### config.mk
export PLATFORM = sky130hd
export DESIGN_NAME = mem_dma
export DESIGN_NICKNAME = d
export VERILOG_FILES = /design/src/rtl/mem_dma.sv
export SDC_FILE = /design/constraint.sdc
export NUM_CORES = 1
export LEC_CHECK = 0
export BUFFER_PORTS_ARGS = -buffer_cell sky130_fd_sc_hd__buf_2
export CORE_ASPECT_RATIO = 0.9
export CORE_MARGIN = 2
export CORE_UTILIZATION = 35
export CTS_CLUSTER_DIAMETER = 40
export DETAILED_ROUTE_END_ITERATION = 6
export PLACE_DENSITY = 0.66
export SKIP_LAST_GASP = 1
export SYNTH_ARGS = -nofsm -noshare
export SYNTH_HDL_FRONTEND = slang
export SYNTH_SLANG_ARGS = --single-unit
### constraint.sdc
create_clock -name clk -period 5.5 [get_ports clk]
set_input_delay 0.55 -clock clk [delete_from_list [all_inputs] [get_ports clk]]
set_output_delay 0.55 -clock clk [all_outputs]
set_load 0.01 [all_outputs]
### src/rtl/mem_dma.sv
// mem_dma: word-granular memory-to-memory DMA engine with a register target port.
// Define MEM_DMA_FILL_EN to add the FILL register and the constant-fill mode.
module mem_dma #(
    parameter int LEN_WIDTH = 16
) (
    input  logic        clk,
    input  logic        reset_n,
    input  logic        select,
    input  logic [3:0]  wstrb,
    input  logic [4:0]  addr,
    input  logic [31:0] data_i,
    output logic        ready,
    output logic [31:0] data_o,
    output logic        irq,
    output logic        m_valid,
    output logic [31:0] m_addr,
    output logic [31:0] m_wdata,
    output logic [3:0]  m_wstrb,
    input  logic        m_ready,
    input  logic [31:0] m_rdata
);

    typedef enum logic [2:0] {
        S_IDLE   = 3'd0,
        S_RD_REQ = 3'd1,
        S_WR_GAP = 3'd2,
        S_WR_REQ = 3'd3,
        S_RD_GAP = 3'd4,
        S_DONE   = 3'd5
    } state_t;

    localparam logic [4:0] A_SRC  = 5'h00;
    localparam logic [4:0] A_DST  = 5'h04;
    localparam logic [4:0] A_LEN  = 5'h08;
    localparam logic [4:0] A_CTRL = 5'h0C;
    localparam logic [LEN_WIDTH-1:0] LEN_ONE = {{(LEN_WIDTH-1){1'b0}}, 1'b1};

    state_t                 r_state;
    state_t                 w_state_next;
    logic                   r_ready;
    logic [31:0]            r_data_o;
    logic [31:0]            r_src;
    logic [31:0]            r_dst;
    logic [LEN_WIDTH-1:0]   r_len;
    logic                   r_done;
    logic                   r_irq_en;
    logic                   r_m_valid;
    logic [31:0]            r_m_addr;
    logic [31:0]            r_m_wdata;
    logic [3:0]             r_m_wstrb;

    logic                   w_wr;
    logic                   w_busy;
    logic                   w_start;
    logic                   w_go;
    logic                   w_wr_ack;
    logic                   w_fill_mode;
    logic                   w_start_fill;
    logic [31:0]            w_fill_word;
    logic [31:0]            w_rd_data;
    logic                   w_m_valid_next;
    logic [31:0]            w_m_addr_next;
    logic [31:0]            w_m_wdata_next;
    logic [3:0]             w_m_wstrb_next;

    // A register write lands in the cycle ready is high, while the CPU still holds select.
    assign w_wr     = r_ready & select & (wstrb != 4'h0);
    assign w_busy   = (r_state != S_IDLE);
    assign w_start  = w_wr && (addr == A_CTRL) && data_i[0] && !w_busy;
    assign w_go     = w_start && (r_len != '0);
    assign w_wr_ack = (r_state == S_WR_REQ) && m_ready;

`ifdef MEM_DMA_FILL_EN
    localparam logic [4:0] A_FILL = 5'h10;
    logic        r_mode_fill;
    logic [31:0] r_fill;

    always_ff @(posedge clk or negedge reset_n) begin
        if (!reset_n) begin
            r_mode_fill <= 1'b0;
            r_fill      <= 32'h0;
        end else begin
            if (w_wr && (addr == A_FILL)) r_fill <= data_i;
            if (w_wr && (addr == A_CTRL) && !w_busy) r_mode_fill <= data_i[4];
        end
    end

    assign w_fill_mode  = r_mode_fill;
    assign w_start_fill = data_i[4];
    assign w_fill_word  = r_fill;
`else
    assign w_fill_mode  = 1'b0;
    assign w_start_fill = 1'b0;
    assign w_fill_word  = 32'h0;
`endif

    always_comb begin
        w_rd_data = 32'h0;
        case (addr)
            A_SRC:   w_rd_data = r_src;
            A_DST:   w_rd_data = r_dst;
            A_LEN:   w_rd_data = 32'(r_len);
            A_CTRL:  w_rd_data = {27'd0, w_fill_mode, r_irq_en, r_done, w_busy, 1'b0};
`ifdef MEM_DMA_FILL_EN
            A_FILL:  w_rd_data = r_fill;
`endif
            default: w_rd_data = 32'h0;
        endcase
    end

    always_comb begin
        w_state_next = r_state;
        case (r_state)
            S_IDLE:   if (w_go) w_state_next = w_start_fill ? S_WR_REQ : S_RD_REQ;
            S_RD_REQ: if (m_ready) w_state_next = S_WR_GAP;
            S_WR_GAP: w_state_next = S_WR_REQ;
            S_WR_REQ: begin
                if (m_ready) begin
                    if (r_len == LEN_ONE)  w_state_next = S_DONE;
                    else if (w_fill_mode)  w_state_next = S_WR_GAP;
                    else                   w_state_next = S_RD_GAP;
                end
            end
            S_RD_GAP: w_state_next = S_RD_REQ;
            S_DONE:   w_state_next = S_IDLE;
            default:  w_state_next = S_IDLE;
        endcase

        // Initiator outputs load only on entry to a request state, so they hold while waiting.
        w_m_valid_next = (w_state_next == S_RD_REQ) || (w_state_next == S_WR_REQ);
        w_m_addr_next  = r_m_addr;
        w_m_wstrb_next = r_m_wstrb;
        w_m_wdata_next = r_m_wdata;
        if (w_state_next != r_state) begin
            if (w_state_next == S_RD_REQ) begin
                w_m_addr_next  = r_src;
                w_m_wstrb_next = 4'h0;
            end
            if (w_state_next == S_WR_REQ) begin
                w_m_addr_next  = r_dst;
                w_m_wstrb_next = 4'hf;
            end
        end
        if ((r_state == S_IDLE) && (w_state_next == S_WR_REQ)) w_m_wdata_next = w_fill_word;
        if ((r_state == S_RD_REQ) && m_ready)                  w_m_wdata_next = m_rdata;
    end

    always_ff @(posedge clk or negedge reset_n) begin
        if (!reset_n) begin
            r_state   <= S_IDLE;
            r_m_valid <= 1'b0;
            r_m_addr  <= 32'h0;
            r_m_wdata <= 32'h0;
            r_m_wstrb <= 4'h0;
        end else begin
            r_state   <= w_state_next;
            r_m_valid <= w_m_valid_next;
            r_m_addr  <= w_m_addr_next;
            r_m_wdata <= w_m_wdata_next;
            r_m_wstrb <= w_m_wstrb_next;
        end
    end

    always_ff @(posedge clk or negedge reset_n) begin
        if (!reset_n) begin
            r_ready  <= 1'b0;
            r_data_o <= 32'h0;
            r_src    <= 32'h0;
            r_dst    <= 32'h0;
            r_len    <= '0;
            r_done   <= 1'b0;
            r_irq_en <= 1'b0;
        end else begin
            r_ready <= select & ~r_ready;
            if (select && !r_ready) r_data_o <= w_rd_data;

            if (w_wr && !w_busy) begin
                if (addr == A_SRC) r_src <= {data_i[31:2], 2'b00};
                if (addr == A_DST) r_dst <= {data_i[31:2], 2'b00};
                if (addr == A_LEN) r_len <= data_i[LEN_WIDTH-1:0];
            end
            if (w_wr && (addr == A_CTRL)) begin
                r_irq_en <= data_i[3];
                if (data_i[2]) r_done <= 1'b0;
            end
            // An empty transfer completes immediately; any other start clears DONE.
            if (w_start) r_done <= (r_len == '0);

            if (w_wr_ack) begin
                if (!w_fill_mode) r_src <= r_src + 32'd4;
                r_dst <= r_dst + 32'd4;
                r_len <= r_len - LEN_ONE;
            end
            if (r_state == S_DONE) r_done <= 1'b1;
        end
    end

    assign ready   = r_ready;
    assign data_o  = r_data_o;
    assign irq     = r_done & r_irq_en;
    assign m_valid = r_m_valid;
    assign m_addr  = r_m_addr;
    assign m_wdata = r_m_wdata;
    assign m_wstrb = r_m_wstrb;

endmodule

==> results.md, run 1 <==
Synthesis:
- Yosys printed 0 warnings.
- The top cell type's share of synthesized area is between 40 and 50%.
- The xor/xnor cell area share of the yosys netlist is 0.857%.
- The mux cell area share after synthesis is 12.5%.
- Sorting the synthesized cells by area gives the leading types as sky130_fd_sc_hd__dfrtp_1 48%, sky130_fd_sc_hd__mux2_2 7.3%, sky130_fd_sc_hd__mux2_4 4.9%.
- The synthesized netlist devotes 17.0% of its cell area to simple gates.
- The biggest area consumer among synthesized cells is sky130_fd_sc_hd__dfrtp_1.
- Counting every instance in the synthesized netlist gives 883.
- In this run, distinct cell masters in the synthesized netlist total 75.
- The proportion of register bits with asynchronous set or reset after synthesis is 100%.
- The number of enable flip-flop cells after synthesis is 0.
- The adder-cell share of the synthesized area is 0.544%.
- Each instance of the synthesized netlist takes up on average ~10 um^2.
- The combinational family with the most area after synthesis is simple AND/OR/NAND/NOR gates.
- The flip-flop cell with the highest count after synthesis is sky130_fd_sc_hd__dfrtp_1.
- Summing every instance area after synthesis gives around 9200 um^2.
- The proportion of synthesized chip area in sequential cells is between 40% and 50%.
- Summing the areas of all compound-gate instances in the mapped netlist gives 16.9% of the synthesized area.
- The total of flip-flops plus latches after synthesis is 178.

Timing:
- For the final database, setup skew stands at between 0.01 and 0.015 ns.
- The max-slew headroom at the worst pin is between 20% and 30%.
- In the finished design, the share of the clock period the worst path needs comes to a little under three fifths.
- The final hold violation count is 0.
- Setup violations remaining at the end of the flow were counted as 0.
- The number of pins with negative max-slew slack in the final report is 0.
- The transition time of the tightest slew-check pin is 1.05 ns.
- Setup repair after global routing left no endpoint under its margin.
- The final worst slack is 2.47 ns.
- Summed over all failing endpoints, the final setup total negative slack is 0 ns.
- The clock period could shrink to around 3 ns.
- The fmax is around 330 MHz.

Setup path:
- The kind of critical path is reg2reg.
- Of all nets on the critical path, the largest fanout is 46.
- The kind of end point of the critical path is a flip-flop.
- The maximum cell stage delay along the critical path is 0.70 ns.
- The endpoint arrival time on the critical path is 3.39 ns.
- Counting both buffers and inverters, the worst setup path holds a total of 2.
- The slowest cell on the critical path is sky130_fd_sc_hd__nand4b_4.
- The kind of start point of the critical path is a flip-flop.
- The kind of cell with the highest combined delay along the critical path is simple AND/OR/NAND/NOR gates.
- The signal on the critical path passes through nand4b_4 -> inv_2 -> buf_4 -> nand3_1 -> nor2_1 -> a311oi_1 -> nor3_1.
- For the worst setup path, the data required time is 5.86 ns.

Layout:
- The layout overhead on the synthesized area is 19.7%.
- Leaving out fill and tap cells, the most frequent cell in the layout is sky130_fd_sc_hd__dfrtp_1.
- In the final layout, the share of cells above drive strength 1 is 32.1%.
- The antenna diode instance count is 0.
- The library cells used most frequently in the layout, excluding fill and tap cells, are 178 x sky130_fd_sc_hd__dfrtp_1, 176 x sky130_fd_sc_hd__buf_2, 103 x sky130_fd_sc_hd__nand2_1.
- The number of fill cells is 2568.
- The number of nets in the layout is 1114.

Global routing:
- The number of antenna violations at the first check in global routing is 1.
- The global routing usage summed across all routing layers is 20.8%.
- For this run the aggregate overflow at the end of global routing stands at 0.
- In the global route stage, met1 resource usage came out at 29.4%.
- The maximum number of pins on one net before global-route repair is 76.
- The layer with the highest usage after global routing is met2.
- The number of global-route vias before repair is 7598.
- For this run, global-route usage on met3 was measured as approximately 5%.
- The first global-routing pass estimated 44800 um of wire.
- The met2 routing resource usage after global routing is approximately a third.

Die:
- The overall die area is between 20000 and 30000 um^2.
- The initialized floorplan defines 56 standard-cell rows.
- The overall die width is 175 um.
- After floorplanning, the core was sized to cover 25900 um^2.
- The initial utilization of the core area, before any placement, comes to 35.5%.
- The top-level port count is between 150 and 200.
- The die is 158 um tall.

Clock network:
- TritonCTS built the clock tree.
- The number of gates resized after cts is 0.
- The clock-pin slew reported for the worst setup and hold paths after clock tree synthesis is 0.07 ns.
- The count of hold buffers inserted by post-cts repair is 0.
- No sink is reached through more buffers than the 2 on the longest clock path.
- The total CTS buffers is 17.
- The clock latency at the later pin of the worst-skew pair is 0.44 ns.
- The tree built by TritonCTS fans out to about 180 sinks.
- Post-CTS timing repair inserted 0 buffers for setup.
- The count of H-tree levels built during CTS is 4.
- The cell sitting at the root of the clock tree is a sky130_fd_sc_hd__clkbuf_16.

Detailed routing:
- The detailed-router iteration count before antenna repair is 6.
- The number of vias after detailed routing is between 7000 and 8000.
- The mean number of vias per cell is 5.65.
- For this block, the routed nets add up to 28100 um of wire.
- The remaining design rule violation count is 0.
- Dividing the detail-routed wire length by the instance count gives 20.2 um.
- After the first detailed-routing iteration, the DRC count stood at 829.
- Once detail routing completed, the nets flagged for antenna violations numbered 0.

Pwr:
- The overall power consumption is approximately 5.0 mW.
- IR analysis of the VDD net gives a maximum drop of between 0.0002 and 0.0003 V.
- The reported leakage power is 4.82 nW.
- Dividing total power by cell area gives a power density of 457 nW/um^2.

Placement:
- The placement-stage worst setup slack is 2.30 ns.
- The count of buffers added on input and output ports is roughly 180.
- The HPWL after detailed placement is around 20000 um.
- Routability-driven placement finished with a final weighted congestion of about 0.84.

Run:
- The number of maximum-capacitance violations is 0.

Outcome:
- The run finished with clean final reports.

Worst hold path:
- The type of the worst min-delay path is in2async.
==> layout make-up <==
type	count	area, um^2	area share (%)
tap	348	435	3.96
multi-input combinational	632	4420	40.1
clock inverter	13	219	1.99
timing repair buffer	191	997	9.06
clock buffer	19	433	3.93
inverter	13	48.8	0.443
sequential	178	4450	40.5
==> per-layer routing <==
metal | vias up | routed length [um] | share of wire [%]
li1 | 3614 | - | -
met1 | 3907 | 12900 | 46
met2 | 325 | 12700 | 45
met3 | 25 | 2130 | 7.6
met4 | 2 | 350 | 1.2
met5 | - | 11 | 0.039
==> worst register-to-register path, delay by kind of cell, from the launching register on <==
kind                   cells  cell delay [ns]
AND/OR/NAND/NOR            4             1.40
buffers and inverters      2             0.92
flip-flops                 1             0.47
AO/OA/AOI/OAI              1             0.15
==> synthesized netlist by cell type, types with 11 or more instances <==
cell and n:
sky130_fd_sc_hd__o22ai_1 11, sky130_fd_sc_hd__a22oi_1 25, sky130_fd_sc_hd__buf_2 11, sky130_fd_sc_hd__clkbuf_1 38
sky130_fd_sc_hd__o21ai_1 41, sky130_fd_sc_hd__o211ai_1 19, sky130_fd_sc_hd__o21ai_0 16, sky130_fd_sc_hd__dfrtp_1 178
sky130_fd_sc_hd__nand4_1 19, sky130_fd_sc_hd__and3_1 11, sky130_fd_sc_hd__a21oi_1 38, sky130_fd_sc_hd__nor3_1 26
sky130_fd_sc_hd__inv_1 12, sky130_fd_sc_hd__nand3_1 39, sky130_fd_sc_hd__nand2_1 103, sky130_fd_sc_hd__a211oi_1 12
sky130_fd_sc_hd__nor2_1 42, sky130_fd_sc_hd__mux2_4 30, sky130_fd_sc_hd__a222oi_1 12, sky130_fd_sc_hd__mux2_2 60
==> power breakdown <==
part / total, mW / internal (mW) / switching [mW]
logic: 1.55 / 0.789 / 0.765
clock network: 1.39 / 0.817 / 0.569
registers: 2.09 / 1.68 / 0.407
total: 5.03 / 3.29 / 1.74
==> stage by stage <==
stage                     hold WS, ns  cell area, um^2  util (%)  instances
after detailed placement        0.467            10400      39.9       1362
final                           0.131            11000      42.4       1394
after global placement          0.458            10400      39.9       1362
after CTS                       0.167            11000      42.4       1394
after floorplan                 0.254             9200         -        884
after global routing            0.187            11000      42.4       1394
==> worst paths after layout <==
kind	cells after the start	startpoint	endpoint	slack, ns
max	7	r_state[2]	r_dst[30]	2.47
min	1	reset_n	m_wdata[3]	0.13
max reg2reg	7	r_state[2]	r_dst[30]	2.47
min reg2reg	2	data_o[8]	data_o[8]	0.48
max in group asynchronous	2	reset_n	m_addr[10]	4.05
min in group clk	2	m_rdata[19]	m_wdata[19]	0.33
==> cells by family after synthesis <==
family	Yosys count
AOI/OAI and AO/OA	226
xor gates and xnor gates	9
adders and majority gates	4
buffers and inverters	74
DFF	178
muxes	92
other	1
and+or+nand+nor	299
==> state kept, by name, indices dropped and copies added, names as in the netlist <==
register  cells
m_wdata      32
r_done        1
r_len        16
r_dst        30
data_o       32
r_state       3
m_valid       1
m_wstrb       1
r_src        30
m_addr       30
r_irq_en      1
ready         1
No activity file was read; power rests on OpenSTA's default activity.
==> inputs of run 2 (changes only) <==
Settings changed: ABC_AREA set to 1, PLACE_DENSITY 0.66 to 0.65.
Clock period 5.5 ns to 3.1 ns, I/O delays scaled along.
==> results.md, run 2 <==
Outcome:
- Outcome: finished clean (unchanged).

Synthesis:
- The proportion of synthesized chip area in sequential cells is 43.7% (was 48.4%).
- Top cells by instance count after synthesis: 461 x sky130_fd_sc_hd__nand2_1, 178 x sky130_fd_sc_hd__dfrtp_1, 136 x sky130_fd_sc_hd__nor2_1 (was 178 x sky130_fd_sc_hd__dfrtp_1, 103 x sky130_fd_sc_hd__nand2_1, 60 x sky130_fd_sc_hd__mux2_2).
- The proportion of register bits with asynchronous set or reset after synthesis is 100% (unchanged).
- Cell types with the largest area share after synthesis: sky130_fd_sc_hd__dfrtp_1 44%, sky130_fd_sc_hd__nand2_1 17%, sky130_fd_sc_hd__nor2_1 5.0% (was sky130_fd_sc_hd__dfrtp_1 48%, sky130_fd_sc_hd__mux2_2 7.3%, sky130_fd_sc_hd__mux2_4 4.9%).
- The most instantiated library cell after synthesis was sky130_fd_sc_hd__nand2_1 (was sky130_fd_sc_hd__dfrtp_1).
- The area of the mapped netlist is 10200 um^2 (was 9200 um^2).
- The post-synthesis instance total is 1379 (was 883).
- The biggest area consumer among synthesized cells is sky130_fd_sc_hd__dfrtp_1 (unchanged).
- The post-synthesis average cell area is 7.40 um^2 (was 10.4 um^2).
- The flip-flop cell with the highest count after synthesis is sky130_fd_sc_hd__dfrtp_1 (unchanged).
- The Yosys warning count is 0 (unchanged).
- The number of enable flip-flop cells after synthesis is 0 (unchanged).
- The total of flip-flops plus latches after synthesis was 178 (unchanged).
- The number of different library cells in the post-synthesis netlist is 42 (was 75).
- The top cell type's share of synthesized area came to 43.7% (was 48.4%).

Detailed routing:
- The remaining antenna violation count is 0 (unchanged).
- The routed metal-1 wire length is 15700 um (was 12900 um).
- The remaining design rule violation count is 0 (unchanged).
- The length of routed met2 wiring is 14800 um (was 12700 um).
- The uppermost metal layer occupied by signal nets is met5 (unchanged).
- The mean number of vias per cell came to 5.27 (was 5.65).
- The routed wire length per instance came to 17.6 um (was 20.2 um).
- The met3 wire length is 2560 um (was 2130 um).
- The number of vias after detailed routing was 10100 (was 7873).
- The starting DRC count in detailed routing is 971 (was 829).
- The detailed-router iteration count before antenna repair is 5 (was 6).
- The overall routed net length is 33700 um (was 28100 um).

Die:
- The overall die area is 30500 um^2 (was 27600 um^2).
- The placement row count is 59 (was 56).
- The effective utilization at floorplan came to 35.4% (was 35.5%).
- The overall die width came to 184 um (was 175 um).
- The top-level port count is 180 (unchanged).
- The height of the chip is 166 um (was 158 um).
- The area of the core came to 28800 um^2 (was 25900 um^2).

Setup path:
- The slowest cell on the critical path is sky130_fd_sc_hd__inv_2 (was sky130_fd_sc_hd__nand4b_4).
- The setup slack of the worst register-to-register path is 0.59 ns (was 2.47 ns).
- The number of cells on the critical path was 9 (was 7).
- The startpoint of the lowest-slack register-to-register path is r_state[0] (was r_state[2]).
- The largest fanout on the critical path is 35 (was 46).
- The maximum cell stage delay along the critical path is 0.43 ns (was 0.70 ns).
- The endpoint required time on the critical path came to 3.42 ns (was 5.86 ns).
- The kind of end point of the critical path is a flip-flop (unchanged).
- The most numerous cell type found on the critical path is sky130_fd_sc_hd__inv_2.
- Cells traversed along the worst timing path: inv_2 -> nand3_1 -> nand3b_4 -> nor2_1 -> inv_2 -> nand2_1 -> inv_2 -> nand2_1 -> o211ai_1 (was nand4b_4 -> inv_2 -> buf_4 -> nand3_1 -> nor2_1 -> a311oi_1 -> nor3_1).
- The buffers plus inverters on the worst setup path is 3 (was 2).
- The endpoint arrival time on the critical path came to 2.82 ns (was 3.39 ns).
- The kind of critical path is reg2reg (unchanged).
- The timing startpoint of the critical path is r_state[0] (was r_state[2]).
- The depth of the worst register-to-register path is 9 (was 7).
- The endpoint of the worst register-to-register path was r_len[3] (was r_dst[30]).
- The kind of cell adding the most delay to the critical path is simple AND/OR/NAND/NOR gates (unchanged).
- The kind of start point of the critical path was a flip-flop (unchanged).
- The worst setup path endpoint was r_len[3] (was r_dst[30]).

Global routing:
- The number of global-route vias before repair was 9348 (was 7598).
- The maximum number of pins on one net before global-route repair is 74 (was 76).
- The number of antenna violations at the first check in global routing was 1 (unchanged).
- The global routing usage summed across all routing layers is 22.1% (was 20.8%).
- The total grt overflow is 0 (unchanged).
- The global-route wire length before repair came to 52400 um (was 44800 um).

Pwr:
- The largest vdd supply drop came to 0.000421 V (was 0.000298 V).
- The overall power consumption is 10.9 mW (was 5.03 mW).
- The sequential power share is 38.2% (was 41.6%).
- The power spent charging and discharging nets is 4.99 mW (was 1.74 mW).
- The combinational power share was 41.5% (was 30.9%).
- The internal power is 5.92 mW (was 3.29 mW).
- The reported leakage power is 6.07 nW (was 4.82 nW).
- The total power per unit cell area came to 909 nW/um^2 (was 457 nW/um^2).
- The clock share of power is 20.2% (was 27.5%).
- The switching part of the total is 45.8% (was 34.6%).

Run:
- The number of maximum-capacitance violations is 0 (unchanged).

Placement:
- The routability congestion estimate from global placement is 0.934 (was 0.844).
- The instance area at placement was 11400 um^2 (was 10400 um^2).
- The number of port buffers came to 177 (unchanged).
- The placement-stage worst setup slack is 0.684 ns (was 2.30 ns).
- The half-perimeter wire length after placement is 25900 um (was 19800 um).

Timing:
- The max-slew headroom at the worst pin is 19.7% (was 29.7%).
- The final hold violation count is 0 (unchanged).
- The final worst slack was 0.594 ns (was 2.47 ns).
- The fmax came to 399 MHz (was 330 MHz).
- The post-route clock period utilization is 80.9% (was 55.1%).
- The transition time of the tightest slew-check pin is 1.20 ns (was 1.05 ns).
- Unrepaired setup endpoints after global routing: no (unchanged).
- The number of pins with negative max-slew slack in the final report is 0 (unchanged).
- The number of failing setup endpoints in the final timing report came to 0 (unchanged).
- The worst setup skew after layout is 0.0168 ns (was 0.0147 ns).
- The final critical-path required period came to 2.51 ns (was 3.03 ns).
- The sum of negative setup slack is 0 ns (unchanged).
- The worst hold margin is 0.0901 ns (was 0.131 ns).

Layout:
- The post-route cell area is 12000 um^2 (was 11000 um^2).
- Most used cells in the layout excluding fill and tap cells: 461 x sky130_fd_sc_hd__nand2_1, 178 x sky130_fd_sc_hd__dfrtp_1, 176 x sky130_fd_sc_hd__buf_2 (was 178 x sky130_fd_sc_hd__dfrtp_1, 176 x sky130_fd_sc_hd__buf_2, 103 x sky130_fd_sc_hd__nand2_1).
- The number of nets in the layout is 1614 (was 1114).
- The antenna diode instance count is 0 (unchanged).
- The layout overhead on the synthesized area was 17.6% (was 19.7%).
- The layout cell share with drive strength beyond 1 is 18.6% (was 32.1%).
- The commonest non-fill, non-tap cell in the layout is sky130_fd_sc_hd__nand2_1 (was sky130_fd_sc_hd__dfrtp_1).
- The number of fill cells was 2952 (was 2568).

Clock network:
- The clock latency at the later pin of the worst-skew pair is 0.45 ns (was 0.44 ns).
- The clock-pin slew reported for the worst setup and hold paths after clock tree synthesis is 0.08 ns (was 0.07 ns).
- The sink count of the clock tree came to 178 (unchanged).
- The number of gates resized after cts is 0 (unchanged).
- The TritonCTS clock tree is yes (unchanged).
- The total CTS buffers was 17 (unchanged).
- The count of H-tree levels built during CTS is 4 (unchanged).
- The maximum count of clock buffers along a single path is 2 (unchanged).
- The library cell used as clock root buffer is sky130_fd_sc_hd__clkbuf_16 (unchanged).

Worst hold path:
- The type of the worst min-delay path is in2reg (was in2async).
- The origin of the worst min-delay path is m_rdata[25].
run 2: worst min path at each step:
stage                   to  depth (start not counted)
4_1_cts        m_wdata[25]                          2
5_1_grt        m_wdata[25]                          2
2_1_floorplan    data_o[0]                          0
6_report       m_wdata[25]                          2
3_5_place_dp    m_wdata[5]                          1
3_3_place_gp    m_wdata[5]                          1
run 2: per-stage QoR:
step	instances	util, %
after CTS	1912	41.7
after floorplan	1380	-
final	1912	41.7
after global placement	1879	39.6
after detailed placement	1879	39.6
after global routing	1912	41.7
run 2: area by class of cell:
cell class                 count  area [um^2]  area share [%]
multi-input combinational   1001         4920            41.0
sequential                   178         4450            37.1
timing repair buffer         198         1050            8.77
inverter                     137          514            4.28
tap                          366          458            3.82
clock buffer                  17          425            3.54
clock inverter                15          179            1.49
run 2: power by group through the flow:
stage          logic, mW  registers, mW  clock network, mW
4_1_cts             4.49           4.13               2.23
2_1_floorplan       2.95           4.11                  0
3_5_place_dp        4.48           4.17                  0
5_1_grt             5.11           4.28               2.34
3_3_place_gp        4.38           4.16                  0
6_report            4.53           4.17               2.21
run 2: timing repair:
item | in CTS | in global routing
hold buffers | 1 | 0
hold endpoints to repair | 69 | 0
buffers inserted | 0 | 0
run 2: cell families after synthesis:
family,after synthesis,synth area share (%)
compound gates,222,13.5
xor+xnor,20,1.72
fa+ha+maj,4,0.491
buf+inv,201,8.24
flops,178,43.7
mux,33,3.64
other cells,1,0.0368
simple gates,720,28.7
run 2: metal layers:
| metal | up-vias | global-route usage (%) |
|---|---|---|
| li1 | 4835 | - |
| met3 | 46 | 3.79 |
| met2 | 411 | 33.6 |
| met1 | 4786 | 32.4 |
| met4 | 2 | 5.91 |
| met5 | - | 0 |
==> inputs of run 3 (changes only) <==
Settings changed: PLACE_DENSITY 0.65 to 0.67.
Clock period 3.1 ns to 2.1 ns, I/O delays scaled along.
==> results.md, run 3 (synthesis results as in run 2) <==
Outcome:
- Outcome: finished clean (unchanged).

Clock network:
- The clock-pin slew reported for the worst setup and hold paths after clock tree synthesis came to 0.08 ns (about the same).
- The library cell used as clock root buffer is sky130_fd_sc_hd__clkbuf_16 (unchanged).
- The total setup buffers inserted after CTS was 0 (unchanged).
- The total CTS buffers was 17 (unchanged).
- The clock latency at the later pin of the worst-skew pair is 0.44 ns (was 0.45 ns).
- The count of H-tree levels built during CTS is 4 (unchanged).
- The maximum count of clock buffers along a single path was 2 (unchanged).
- The TritonCTS clock tree is yes (unchanged).
- The sink count of the clock tree is 178 (unchanged).

Layout:
- Most used cells in the layout excluding fill and tap cells: 461 x sky130_fd_sc_hd__nand2_1, 177 x sky130_fd_sc_hd__dfrtp_1, 176 x sky130_fd_sc_hd__buf_2 (was 461 x sky130_fd_sc_hd__nand2_1, 178 x sky130_fd_sc_hd__dfrtp_1, 176 x sky130_fd_sc_hd__buf_2).
- The number of nets in the layout was 1665 (was 1614).
- The post-route cell area was 12600 um^2 (was 12000 um^2).
- The utilization after layout is 43.6% (was 41.7%).
- The commonest non-fill, non-tap cell in the layout is sky130_fd_sc_hd__nand2_1 (unchanged).
- The layout cell share with drive strength beyond 1 is 19.7% (was 18.6%).
- The layout overhead on the synthesized area is 23.1% (was 17.6%).
- The antenna diode instance count is 0 (unchanged).

Detailed routing:
- The overall routed net length came to 35000 um (was 33700 um).
- The starting DRC count in detailed routing is 1029 (was 971).
- The remaining design rule violation count is 0 (unchanged).
- The mean number of vias per cell is 5.23 (was 5.27).
- The remaining antenna violation count was 0 (unchanged).
- The routed wire length per instance is 17.8 um (was 17.6 um).
- The detailed-router iteration count before antenna repair is 5 (unchanged).
- The number of vias after detailed routing is 10300 (was 10100).

Die:
- The overall die width is 184 um (unchanged).
- The placement row count is 59 (unchanged).
- The area of the core was 28800 um^2 (unchanged).
- The overall die area was 30500 um^2 (unchanged).
- The top-level port count was 180 (unchanged).
- The height of the chip came to 166 um (unchanged).
- The effective utilization at floorplan is 35.4% (unchanged).

Setup path:
- Cells traversed along the worst timing path: ha_1 -> nand3_1 -> nor2_1 -> nand2_1 -> nor2_1 -> nand2_1 -> nor2_1 -> xor2_1 -> o21bai_1 (was inv_2 -> nand3_1 -> nand3b_4 -> nor2_1 -> inv_2 -> nand2_1 -> inv_2 -> nand2_1 -> o211ai_1).
- The kind of end point of the critical path is a flip-flop (unchanged).
- The endpoint arrival time on the critical path is 2.25 ns (was 2.82 ns).
- The largest fanout on the critical path was 5 (was 35).
- The slowest cell on the critical path was sky130_fd_sc_hd__dfrtp_2 (was sky130_fd_sc_hd__inv_2).
- The kind of start point of the critical path is a flip-flop (unchanged).
- The cell repeated most along the worst path is sky130_fd_sc_hd__nor2_1 (was sky130_fd_sc_hd__inv_2).
- The kind of critical path is reg2reg (unchanged).
- The endpoint required time on the critical path is 2.42 ns (was 3.42 ns).
- The maximum cell stage delay along the critical path is 0.42 ns (was 0.43 ns).

Timing:
- The worst setup skew after layout was 0.0161 ns (was 0.0168 ns).
- Unrepaired setup endpoints after global routing: no (unchanged).
- The transition time of the tightest slew-check pin came to 0.591 ns (was 1.20 ns).
- The sum of negative setup slack is 0 ns (unchanged).
- The number of failing setup endpoints in the final timing report is 0 (unchanged).
- The worst hold margin came to 0.0111 ns (was 0.0901 ns).
- The number of pins with negative max-slew slack in the final report is 0 (unchanged).
- The post-route clock period utilization is 91.9% (was 80.9%).
- The fmax is 518 MHz (was 399 MHz).
- The final critical-path required period is 1.93 ns (was 2.51 ns).
- The max-slew headroom at the worst pin is 60.6% (was 19.7%).
- The final hold violation count was 0 (unchanged).

Placement:
- The number of port buffers is 177 (unchanged).
- The half-perimeter wire length after placement is 26200 um (was 25900 um).
- The routability congestion estimate from global placement is 0.903 (was 0.934).
- The instance area at placement is 11600 um^2 (was 11400 um^2).

Worst hold path:
- The type of the worst min-delay path was in2reg (unchanged).

Global routing:
- The maximum number of pins on one net before global-route repair is 67 (was 74).
- The global routing usage summed across all routing layers is 23.2% (was 22.1%).
- The met1 global-route usage is 33.1% (was 32.4%).
- The global routing usage on met3 is 5.31% (was 3.79%).
- The total grt overflow was 0 (unchanged).
- The layer with the highest usage after global routing is met2 (unchanged).
- The global-route wire length before repair is 55300 um (was 52400 um).
- The number of antenna violations at the first check in global routing is 0 (was 1).
- The number of global-route vias before repair is 9975 (was 9348).
- The met2 routing resource usage after global routing is 35.1% (was 33.6%).

Run:
- The number of maximum-capacitance violations came to 0 (unchanged).

Pwr:
- The clock share of power came to 20.2% (about the same).
- The reported leakage power is 6.34 nW (was 6.07 nW).
- The largest vdd supply drop is 0.000727 V (was 0.000421 V).
- The sequential power share is 36.4% (was 38.2%).
- The power spent charging and discharging nets is 7.54 mW (was 4.99 mW).
- The overall power consumption is 16.6 mW (was 10.9 mW).
- The total power per unit cell area is 1320 nW/um^2 (was 909 nW/um^2).
- The switching part of the total was 45.6% (was 45.8%).
- The internal power is 9.01 mW (was 5.92 mW).
- The combinational power share is 43.4% (was 41.5%).
## run 3: changes by cell type in the layout (fill, tap and decap cells not counted), sizes merged
cell / delta
buf: +25
clkinv: +5
dlygate4sd3: +26
inv: -5
## run 3: per-stage QoR
stage / worst slack [ns] / instances
floorplan: 0.466 / 1380
global placement: 0.189 / 1904
detailed placement: 0.169 / 1904
CTS: 0.147 / 1963
global route: 0.0109 / 1963
finish: 0.170 / 1963
## run 3: worst max-delay path: cells and delay by family (launching register included)
kind / cells / cell delay, ns
AOI/OAI and AO/OA: 1 / 0.08
adders and majority gates: 1 / 0.20
xor gates and xnor gates: 1 / 0.17
DFF: 1 / 0.42
and+or+nand+nor: 6 / 0.92
## run 3: power by group through the flow
stage / clock, mW / combinational (mW) / sequential [mW]
final: 3.35 / 7.19 / 6.02
after global placement: 0 / 6.93 / 6.01
after detailed placement: 0 / 7.02 / 6.03
after floorplan: 0 / 4.36 / 6.06
after CTS: 3.40 / 7.10 / 5.97
after global routing: 3.54 / 8.05 / 6.18
## run 3: worst paths after layout
path,start,to,slack [ns],cells past startpoint
max,r_dst[2],r_dst[20],0.17,9
min,m_rdata[26],m_wdata[26],0.01,2
max reg2reg,r_dst[2],r_dst[20],0.17,9
min reg2reg,m_addr[18],m_addr[18],0.47,2
max in group asynchronous,reset_n,r_dst[16],1.14,3
min in group asynchronous,reset_n,data_o[16],0.29,2
## run 3: layout make-up
class	instances	area (um^2)
tap	366	458
timing repair buffer	249	1580
multi-input combinational	1001	4920
sequential	178	4460
inverter	137	514
clock buffer	17	425
clock inverter	15	204
fill	2894	16200
## run 3: per-layer routing
| layer | vias to the layer above | routed length (um) |
|---|---|---|
| li1 | 4929 | - |
| met1 | 4833 | 15800 |
| met2 | 458 | 15200 |
| met3 | 45 | 3340 |
| met4 | 0 | 694 |
| met5 | - | 0 |
## run 3: repair_timing
action | in CTS | in global routing
endpoints found under the hold margin | 67 | 0
resized for setup | 0 | 4
setup endpoints to repair | 0 | 5
hold buffers | 27 | 0
